==> src/rtl/weighted_round_robin.sv <==
`default_nettype none
// ============================================================================
// Module   : weighted_round_robin
// Purpose  : Round-robin arbiter granting each winner a weighted transfer budget.
// Revision : 1.0
// ============================================================================
module weighted_round_robin #(
  parameter int REQUEST_WIDTH = 8,
  parameter int WEIGHT_WIDTH  = 4
) (
  input  logic                                   i_clk,
  input  logic                                   i_rst,
  input  logic [REQUEST_WIDTH-1:0]               i_request,
  input  logic [REQUEST_WIDTH*WEIGHT_WIDTH-1:0]  i_weight,
  input  logic                                   i_ack,
  output logic                                   o_grant_valid,
  output logic [$clog2(REQUEST_WIDTH)-1:0]       o_grant,
  output logic [WEIGHT_WIDTH-1:0]                o_credit
);

  localparam int IDX_W = $clog2(REQUEST_WIDTH);
  localparam logic [IDX_W-1:0]        c_last_idx = IDX_W'(REQUEST_WIDTH - 1);
  localparam logic [WEIGHT_WIDTH-1:0] c_one      = WEIGHT_WIDTH'(1);

  logic                    valid_q,  valid_d;
  logic [IDX_W-1:0]        grant_q,  grant_d;
  logic [IDX_W-1:0]        ptr_q,    ptr_d;
  logic [WEIGHT_WIDTH-1:0] credit_q, credit_d;

  logic                    w_release;
  logic                    w_arb;
  logic                    w_found;
  logic [IDX_W-1:0]        w_winner;
  logic [WEIGHT_WIDTH-1:0] w_weight_sel;
  int                      w_idx;

  // A dropped request releases the grant even if an ack arrives the same cycle.
  assign w_release = valid_q && ((i_ack && (credit_q == c_one)) || !i_request[grant_q]);
  assign w_arb     = !valid_q || w_release;

  // Search starts just after the last grantee, so it is considered last.
  always_comb begin
    w_found  = 1'b0;
    w_winner = ptr_q;
    w_idx    = 0;
    for (int k = 1; k <= REQUEST_WIDTH; k++) begin
      w_idx = (int'(ptr_q) + k) % REQUEST_WIDTH;
      if (!w_found && i_request[IDX_W'(w_idx)]) begin
        w_found  = 1'b1;
        w_winner = IDX_W'(w_idx);
      end
    end
  end

  always_comb begin
    w_weight_sel = '0;
    for (int i = 0; i < REQUEST_WIDTH; i++) begin
      if (w_winner == IDX_W'(i)) begin
        w_weight_sel = i_weight[i*WEIGHT_WIDTH +: WEIGHT_WIDTH];
      end
    end
  end

  always_comb begin
    valid_d  = valid_q;
    grant_d  = grant_q;
    ptr_d    = ptr_q;
    credit_d = credit_q;
    if (w_arb) begin
      if (w_found) begin
        valid_d  = 1'b1;
        grant_d  = w_winner;
        ptr_d    = w_winner;
        // A zero weight still allows one transfer.
        credit_d = (w_weight_sel == '0) ? c_one : w_weight_sel;
      end else begin
        valid_d  = 1'b0;
        credit_d = '0;
      end
    end else if (valid_q && i_ack) begin
      credit_d = credit_q - c_one;
    end
  end

  always_ff @(posedge i_clk) begin
    if (i_rst) begin
      valid_q  <= 1'b0;
      grant_q  <= '0;
      ptr_q    <= c_last_idx;
      credit_q <= '0;
    end else begin
      valid_q  <= valid_d;
      grant_q  <= grant_d;
      ptr_q    <= ptr_d;
      credit_q <= credit_d;
    end
  end

  assign o_grant_valid = valid_q;
  assign o_grant       = grant_q;
  assign o_credit      = credit_q;

endmodule
`default_nettype wire

==> config.mk <==
export PLATFORM = sky130hd
export DESIGN_NAME = weighted_round_robin
export DESIGN_NICKNAME = d
export VERILOG_FILES = /design/src/rtl/weighted_round_robin.sv
export SDC_FILE = /design/constraint.sdc
export NUM_CORES = 1
export LEC_CHECK = 0
export CORE_MARGIN = 4
export CORE_UTILIZATION = 25
export CTS_CLUSTER_SIZE = 28
export DETAILED_ROUTE_END_ITERATION = 7
export SETUP_SLACK_MARGIN = 0.5
export SYNTH_ARGS = -nofsm -noshare
export SYNTH_HDL_FRONTEND = slang
export SYNTH_SLANG_ARGS = --single-unit
==> constraint.sdc <==
create_clock -name i_clk -period 4.55 [get_ports i_clk]
set_clock_uncertainty 0.15 [all_clocks]
set_input_delay 0.91 -clock i_clk [delete_from_list [all_inputs] [get_ports i_clk]]
set_output_delay 0.91 -clock i_clk [all_outputs]
set_load 0.1 [all_outputs]
## Word-level counts from Yosys, hierarchy flattened

Index checks and enable logic that the tools add are counted.

| storage, ports and cells | value |
|---|---|
| output and inout bits | 8 |
| register bits after elaboration | 11 |
| logic and storage cells | 110 |
| bits of input ports | 43 |

| operators by class | value |
|---|---|
| equality and inequality tests | 8 |
| $lt $le $gt $ge | 9 |
| add/subtract/negate cells | 9 |
| reduce and logical (&&, ||, !) cells | 25 |
| mux-type cells | 55 |

Operators by type and width:

| kind | count |
|---|---|
| $mux 4 | 12 |
| $lt 3x5->1 const B | 8 |
| $bmux 1 s3 | 9 |
| $mux 1 | 26 |
| $mux 3 | 8 |
| $add 3x3->3 const B | 4 |
| $eq 3x3->1 const B | 4 |
| $logic_and 1x1->1 | 10 |
| $logic_not 1->1 | 9 |
| $add 3x1->3 const B | 2 |
| $add 3x2->3 const B | 2 |
| $eq 3x2->1 const B | 2 |
| $eq 4x1->1 const B | 1 |
| $logic_not 4->1 | 1 |
| $lt 3x4->1 const B | 1 |
| $sub 4x1->4 const B | 1 |
| $eq 3x1->1 const B | 1 |
| $logic_not 3->1 | 1 |
| $logic_or 1x1->1 | 2 |
| $reduce_and 2->1 | 1 |
| $reduce_bool 2->1 | 1 |

## Longest topological paths before layout

Gate-level depths: netlist of the first run.

| depth | value |
|---|---|
| depth in word-level cells | 39 |
| mapped depth | 18 |
| gate-level depth less buffers | 13 |

## Worst setup path after synthesis of the first run

Ideal clock, no wire load.

| timing path | value |
|---|---|
| path type | reg2reg |
| from | reg ptr_q[0] |
| to | reg credit_q[0], in the netlist o_credit[0] |
| arrival time | 3.989 ns |
| clock period less this slack | 4.209 ns |
| slack | 0.341 ns |
| buffers on the path | 5 |
| data required time | 4.330 ns |
| setup time | 0.070 ns |
| cell stages (with the launch flop) | 17 |
| cells stage by stage | dfxtp_1 > buf_2 > buf_6 > inv_2 > ha_1 > buf_2 > buf_2 > mux4_2 > mux2i_1 > o21ai_1 > a311o_1 > o31a_2 > buf_6 > nor3b_1 > a211o_1 > or4_1 > a21oi_1 |

| on the way | value |
|---|---|
| word-level cells in the longest chain between the ends | 39 |
| elaborated cells between the ends (all ways) | 82 |
| those cells by class | add/sub: 8; eq/ne: 7; mux: 51; reduce/logical: 16 |

RTL lines:

| element | line | text |
|---|---|---|
| from (decl) | 27 | `logic [IDX_W-1:0] ptr_q, ptr_d;` |
| from (signal assigned) | 89 | `ptr_q <= c_last_idx;` |
| from (signal assigned) | 94 | `ptr_q <= ptr_d;` |
| $add 3x1->3 | 47 | `w_idx = (int'(ptr_q) + k) % REQUEST_WIDTH;` |
| $bmux 1 s3 | 48 | `if (!w_found && i_request[IDX_W'(w_idx)]) begin` |
| $mux 1 (implied by the code) (2 in a row) | 48 |  |
| $mux 1 | 48 |  |
| $logic_not 1->1 | 48 |  |
| $logic_and 1x1->1 | 48 |  |
| $mux 1 | 48 |  |
| $logic_not 1->1 | 48 |  |
| [15 not listed] | n/a |  |
| $logic_and 1x1->1 | 48 |  |
| $mux 3 | 48 |  |
| $logic_not 3->1 | 58 | `if (w_winner == IDX_W'(i)) begin` |
| $mux 4 (8 in a row) | 58 |  |
| $logic_not 4->1 | 75 | `credit_d = (w_weight_sel == '0) ? c_one : w_weight_sel;` |
| $mux 4 | 75 |  |
| $mux 4 (*) | 70 | `if (w_found) begin` |
| $mux 4 (*) | 69 | `if (w_arb) begin` |
| to (signal assigned) | 95 | `credit_q <= credit_d;` |
| to (decl) | 28 | `logic [WEIGHT_WIDTH-1:0] credit_q, credit_d;` |

Every way passes the cells marked *; elsewhere a longest branch is shown, timed or not. The select of a mux whose other input is x is not followed.
A chain may end at the register's enable or synchronous reset.

## Final worst setup path of the first run

Ends and elaborated chain as after synthesis.

==> out/qor.txt, run 1 <==
Outcome -> completed
Number of synthesized flops with an enable pin -> 0
H-tree lvl count -> 1
CTS Buffer Depth -> 2
Netlist cell types -> 64
RePlAce Congestion -> 0.8804
Ant diodes -> 0
Site Rows -> 32
Slowest-stage cell, CP -> or4_1
CP max stage delay -> 0.46 ns
Total grt overflow -> 0
Detailed Route WL -> 6091 um
Worst path arrival time -> 3.88 ns
Slew Limit Fails -> 0
Slew headroom -> 34.46%
Most common cell in the netlist -> nand2_1
Top cells by count, synth -> nand2_1, mux2i_1, nor2_1
I/O Pins -> 51
Synthesized cell area -> 0.001966 mm2
Worst path bufs/invs -> 4
Hpwl dp -> 4830 um
Starting Density -> 25.57%
Cells after DPL -> 405
Max Fclk -> 259.1 MHz
First drt pass iteration count -> 4
Vias in the first global route -> 2128
Die H -> 96.67 um
Worst-path fanout max -> 11
CTS root buf -> clkbuf_8
Ys flop type -> dfxtp_1
TritonCTS clock tree -> done
Crit path cell chain -> inv_2, ha_4, and2_1, a211oi_1, buf_4, a221oi_4, buf_4, nor4_1, a311o_1, o31a_4, buf_4, mux2i_1, mux2_2, or4_1, a21oi_1
HP Class -> flip-flop to flip-flop
M1 GR Usage -> 16.98%
RSZ-0062 raised after global routing -> false
Core area -> 0.007687 mm2
WP depth -> 15
CP dominant cell by count -> buf_4
GRT Util Overall -> 12.95%
Met3 usage -> 1.586%
Area Overhead vs Synth -> 56.33%
Syn nets -> 273
Post-synthesis sequential area ratio -> 11.20%
Port bufs -> 50
Crit path required time -> 4.57 ns
Vias -> 2090
Post-synth top area share -> 14.89%
# hold bufs at CTS -> 0
Final Non-Filler Cells -> 420
Initial DRC Count -> 113
Worst Setup EP -> o_credit[0]
Kind of critical path -> flip-flop to flip-flop
Post-synth ARST share -> 0%
Fin crit share -> 84.83%
Routed len/inst -> 14.50 um
Clock Latency Late Sink -> 0.24 ns
Die width -> 96.67 um
CP top delay family -> compound AO/OA/AOI/OAI gates
Synth Instances -> 226
DRC errors left -> 0
Clock Sinks -> 11
Layout cells sized above 1 -> 38.68%
Nets -> 366
Post-route antenna net violation count -> 0
Fin Hold WS -> 0.3755 ns
Synth Warn # -> 0
Largest net degree at the start of global routing -> 24
Initial antenna violation count -> 0
Yosys reg bits -> 11
Total die area -> 0.009345 mm2
Setup slack, reg-to-reg -> 0.69 ns
Via/cell ratio -> 4.976
Minimum clock period -> 3.860 ns
Area contributors post-synth -> mux4_2, dfxtp_1, mux2i_1
Top Usage Layer GRT -> met2
Worst Setup SP -> ptr_q[0]
Least-Margin Pin Slew -> 0.9800 ns
Final hold vios -> 0
First-pass GRT wire length -> 10280 um
Mean Syn Cell Area -> 8.698 um2
Critical R2R Launch -> ptr_q[0]
CTS Buf Count -> 3
Worst-path clk slew -> 0.05 ns
Area leader, netlist -> mux4_2
Crit path launch type -> flip-flop
Max Cap Violations -> 0
Routing usage on met2 -> 21.87%
Finish-stage setup viols -> 0
RR Endpoint -> o_credit[0]
Setup crit end kind -> flip-flop
Reg2reg path depth -> 15
[cells in the final DEF (no fill, tap or decap), types with 3 or more instances in the layout]
master,n
nand2_1,24
mux2_2,7
clkbuf_2,8
nor2_1,14
or2_2,3
a31oi_1,3
nor3_1,8
mux4_2,14
clkbuf_8,3
dfxtp_1,9
a211oi_1,3
nor3b_1,5
a21oi_1,10
buf_6,6
inv_1,13
mux2i_2,5
buf_4,48
mux2i_1,17
o221ai_1,4
clkdlybuf4s50_1,42
[state kept, by name, indices dropped and copies added, names as in the netlist]
signal,cells
ptr_q,3
o_grant,3
o_credit,4
o_grant_valid,1
[cell type report]
cell class,instances,area [um2]
flip-flops and latches,11,222.7
well taps,102,127.6
repair buffers,105,895.9
clock buffers,4,45.04
fillers,777,4614
multi-input cells,184,1729
inverters,14,52.55
[worst min-delay path: cells and delay by family, from the launching register on]
kind / cells / cell delay (ns)
DFF: 1 / 0.32
and+or+nand+nor: 2 / 0.16
[kinds of logic after synthesis]
kind of cell | synth area share (%)
AND/OR/NAND/NOR | 19.73
AO/OA/AOI/OAI | 19.80
multiplexers | 33.74
buffers and inverters | 8.657
flip-flops | 11.20
XOR/XNOR | 4.329
adder cells (fa/ha/maj) | 2.546
[worst min path at each step]
stage / start / endpoint / slack [ns] / depth (start not counted)
final: o_grant[2] / o_grant[2] / 0.38 / 2
after global routing: o_grant[2] / o_grant[2] / 0.41 / 2
after CTS: o_grant[2] / o_grant[2] / 0.37 / 2
after detailed placement: o_grant[2] / o_grant[2] / 0.36 / 2
after global placement: o_grant[2] / o_grant[2] / 0.36 / 2
after floorplan: ptr_q[1] / ptr_q[1] / 0.56 / 4
[layer usage]
metal | share of wire [%] | vias up
met1 | 45 | 1008
met4 | 1.3 | 0
li1 | - | 1037
met3 | 2.2 | 8
met2 | 52 | 37
met5 | 0 | -
[stage by stage]
stage / setup WS [ns] / util, % / cell area (um2) / TNS (ns)
6_report: 0.6902 / 39.97 / 3073 / 0
5_1_grt: 0.5150 / 39.97 / 3073 / 0
4_1_cts: 0.5028 / 38.62 / 2969 / 0
3_5_place_dp: -0.04915 / 36.93 / 2839 / -0.04915
3_3_place_gp: -0.008011 / 36.93 / 2839 / -0.008011
2_1_floorplan: 0.5411 / - / 2007 / 0
[what timing repair did]
action	4_1_cts	5_1_grt
pin swaps	6	13
gates resized for setup	20	36
buffers inserted	6	5
endpoints found under the setup margin	4	4
Power of run 1 is not shown: default switching activity piles up to over one toggle a cycle in this logic, so the estimate is an artifact.
==> run 2: changes to the inputs <==
==> constraint.sdc (replaced) <==
create_clock -name i_clk -period 3.34 [get_ports i_clk]
set_clock_uncertainty 0.15 [all_clocks]
set_input_delay 0.668 -clock i_clk [delete_from_list [all_inputs] [get_ports i_clk]]
set_output_delay 0.668 -clock i_clk [all_outputs]
set_load 0.1 [all_outputs]
==> out/qor.txt, run 2 (synthesis gave the netlist of run 1 again) <==
Vias -> 2270
Worst-path fanout max -> 8
Area Overhead vs Synth -> 83.00%
Initial antenna violation count -> 0
M1 GR Usage -> 19.04%
Layout Utilization -> 46.79%
CTS Buffer Depth -> 2
Core area -> 0.007687 mm2
Met3 usage -> 1.802%
H-tree lvl count -> 1
Top Usage Layer GRT -> met2
Kind of critical path -> flip-flop to flip-flop
Die width -> 96.67 um
Crit path required time -> 3.36 ns
Commonest cells after routing, fill and taps aside -> buf_4, clkdlybuf4s50_1, buf_6
Post-route antenna net violation count -> 0
Slew headroom -> 69.21%
First drt pass iteration count -> 4
DRC errors left -> 0
Least-Margin Pin Slew -> 0.4560 ns
Slew Limit Fails -> 0
Violated checks -> negative setup slack
RePlAce Congestion -> 0.8136
Clock Sinks -> 11
Finish-stage setup viols -> 7
Clock Latency Late Sink -> 0.24 ns
GRT Util Overall -> 14.22%
Final hold vios -> 0
Outcome -> finished with violations
Port bufs -> 50
Total grt overflow -> 0
Starting Density -> 25.57%
Largest net degree at the start of global routing -> 24
Routed len/inst -> 14.94 um
HP Class -> flip-flop to flip-flop
Die H -> 96.67 um
First-pass GRT wire length -> 11270 um
Site Rows -> 32
Hpwl dp -> 5230 um
Minimum clock period -> 3.813 ns
Worst-path clk slew -> 0.05 ns
Crit path launch type -> flip-flop
Max Fclk -> 262.3 MHz
# hold bufs at CTS -> 0
Max Cap Violations -> 0
Nets -> 404
Final WS setup -> -0.4725 ns
Via/cell ratio -> 4.956
Setup crit end kind -> flip-flop
Fin crit share -> 114.1%
Worst path arrival time -> 3.83 ns
Fillers -> 735
RSZ-0062 raised after global routing -> true
TritonCTS clock tree -> done
I/O Pins -> 51
Routing usage on met2 -> 24.63%
Cell Area, Placed -> 0.003105 mm2
Max reg flops -> 4
Detailed Route WL -> 6842 um
CTS root buf -> clkbuf_8
CTS Buf Count -> 3
Most common cell after layout, fill and taps aside -> buf_4
Ant diodes -> 0
Setup slack, reg-to-reg -> -0.47 ns
Layout cells sized above 1 -> 51.97%
Fin Hold WS -> 0.3498 ns
Initial DRC Count -> 100
Finished Cell Area -> 0.003597 mm2
Vias in the first global route -> 2303
Total die area -> 0.009345 mm2
-- run 2: cell types whose count changed in the layout (fill, tap and decap cells not counted), sizes merged --
cell           change
clkbuf             -9
clkdlybuf4s50      -8
buf               +52
dlygate4sd2        +3
-- run 2: what timing repair did --
action | CTS | global route
endpoints found under the hold margin | 0 | 0
cloned | 1 | 0
buffers inserted | 13 | 7
gates resized for setup | 66 | 28
pin swaps | 19 | 20
endpoints found under the setup margin | 11 | 11
-- run 2: worst paths after layout --
| path | start | to | depth (start not counted) |
|---|---|---|---|
| worst max register to register | ptr_q[0] | o_credit[0] | 16 |
| worst min-delay path | ptr_q[1] | ptr_q[1] | 2 |
| worst max-delay path | ptr_q[0] | o_credit[0] | 16 |
| worst min register to register | ptr_q[1] | ptr_q[1] | 2 |
-- run 2: worst max-delay path, cell delays in order (launching register included) --
cell and delay [ns]:
dfxtp_4 0.41, inv_8 0.04, ha_4 0.27, buf_6 0.14, nor3b_1 0.20, mux2_2 0.22
nor4_4 0.07, buf_4 0.14, buf_6 0.11, a311o_1 0.33, o31a_2 0.37, buf_6 0.13
buf_12 0.12, mux2i_1 0.12, mux2_4 0.29, or4_1 0.48, a21oi_1 0.15
-- run 2: metal layers --
| metal | wire [um] | vias up |
|---|---|---|
| li1 | - | 1125 |
| met1 | 3110 | 1090 |
| met2 | 3407 | 45 |
| met3 | 219 | 10 |
| met4 | 104 | 0 |
| met5 | 0 | - |
-- run 2: final cells by class --
cell class | count | area, um2 | area share (%)
inverters | 14 | 60.06 | 1.670
clock buffers | 4 | 45.04 | 1.252
repair buffers | 143 | 1285 | 35.72
multi-input cells | 184 | 1852 | 51.48
well taps | 102 | 127.6 | 3.548
flip-flops and latches | 11 | 227.7 | 6.330
-- run 2: per-stage QoR --
| stage | worst slack (ns) | cells | setup TNS (ns) |
|---|---|---|---|
| floorplan | -0.4634 | 226 | -1.521 |
| global placement | -0.9309 | 433 | -6.644 |
| detailed placement | -0.9549 | 433 | -6.599 |
| CTS | -0.4698 | 451 | -1.332 |
| global route | -0.6114 | 458 | -2.447 |
| finish | -0.4725 | 458 | -1.479 |
Power of run 2 is left out for the same reason.
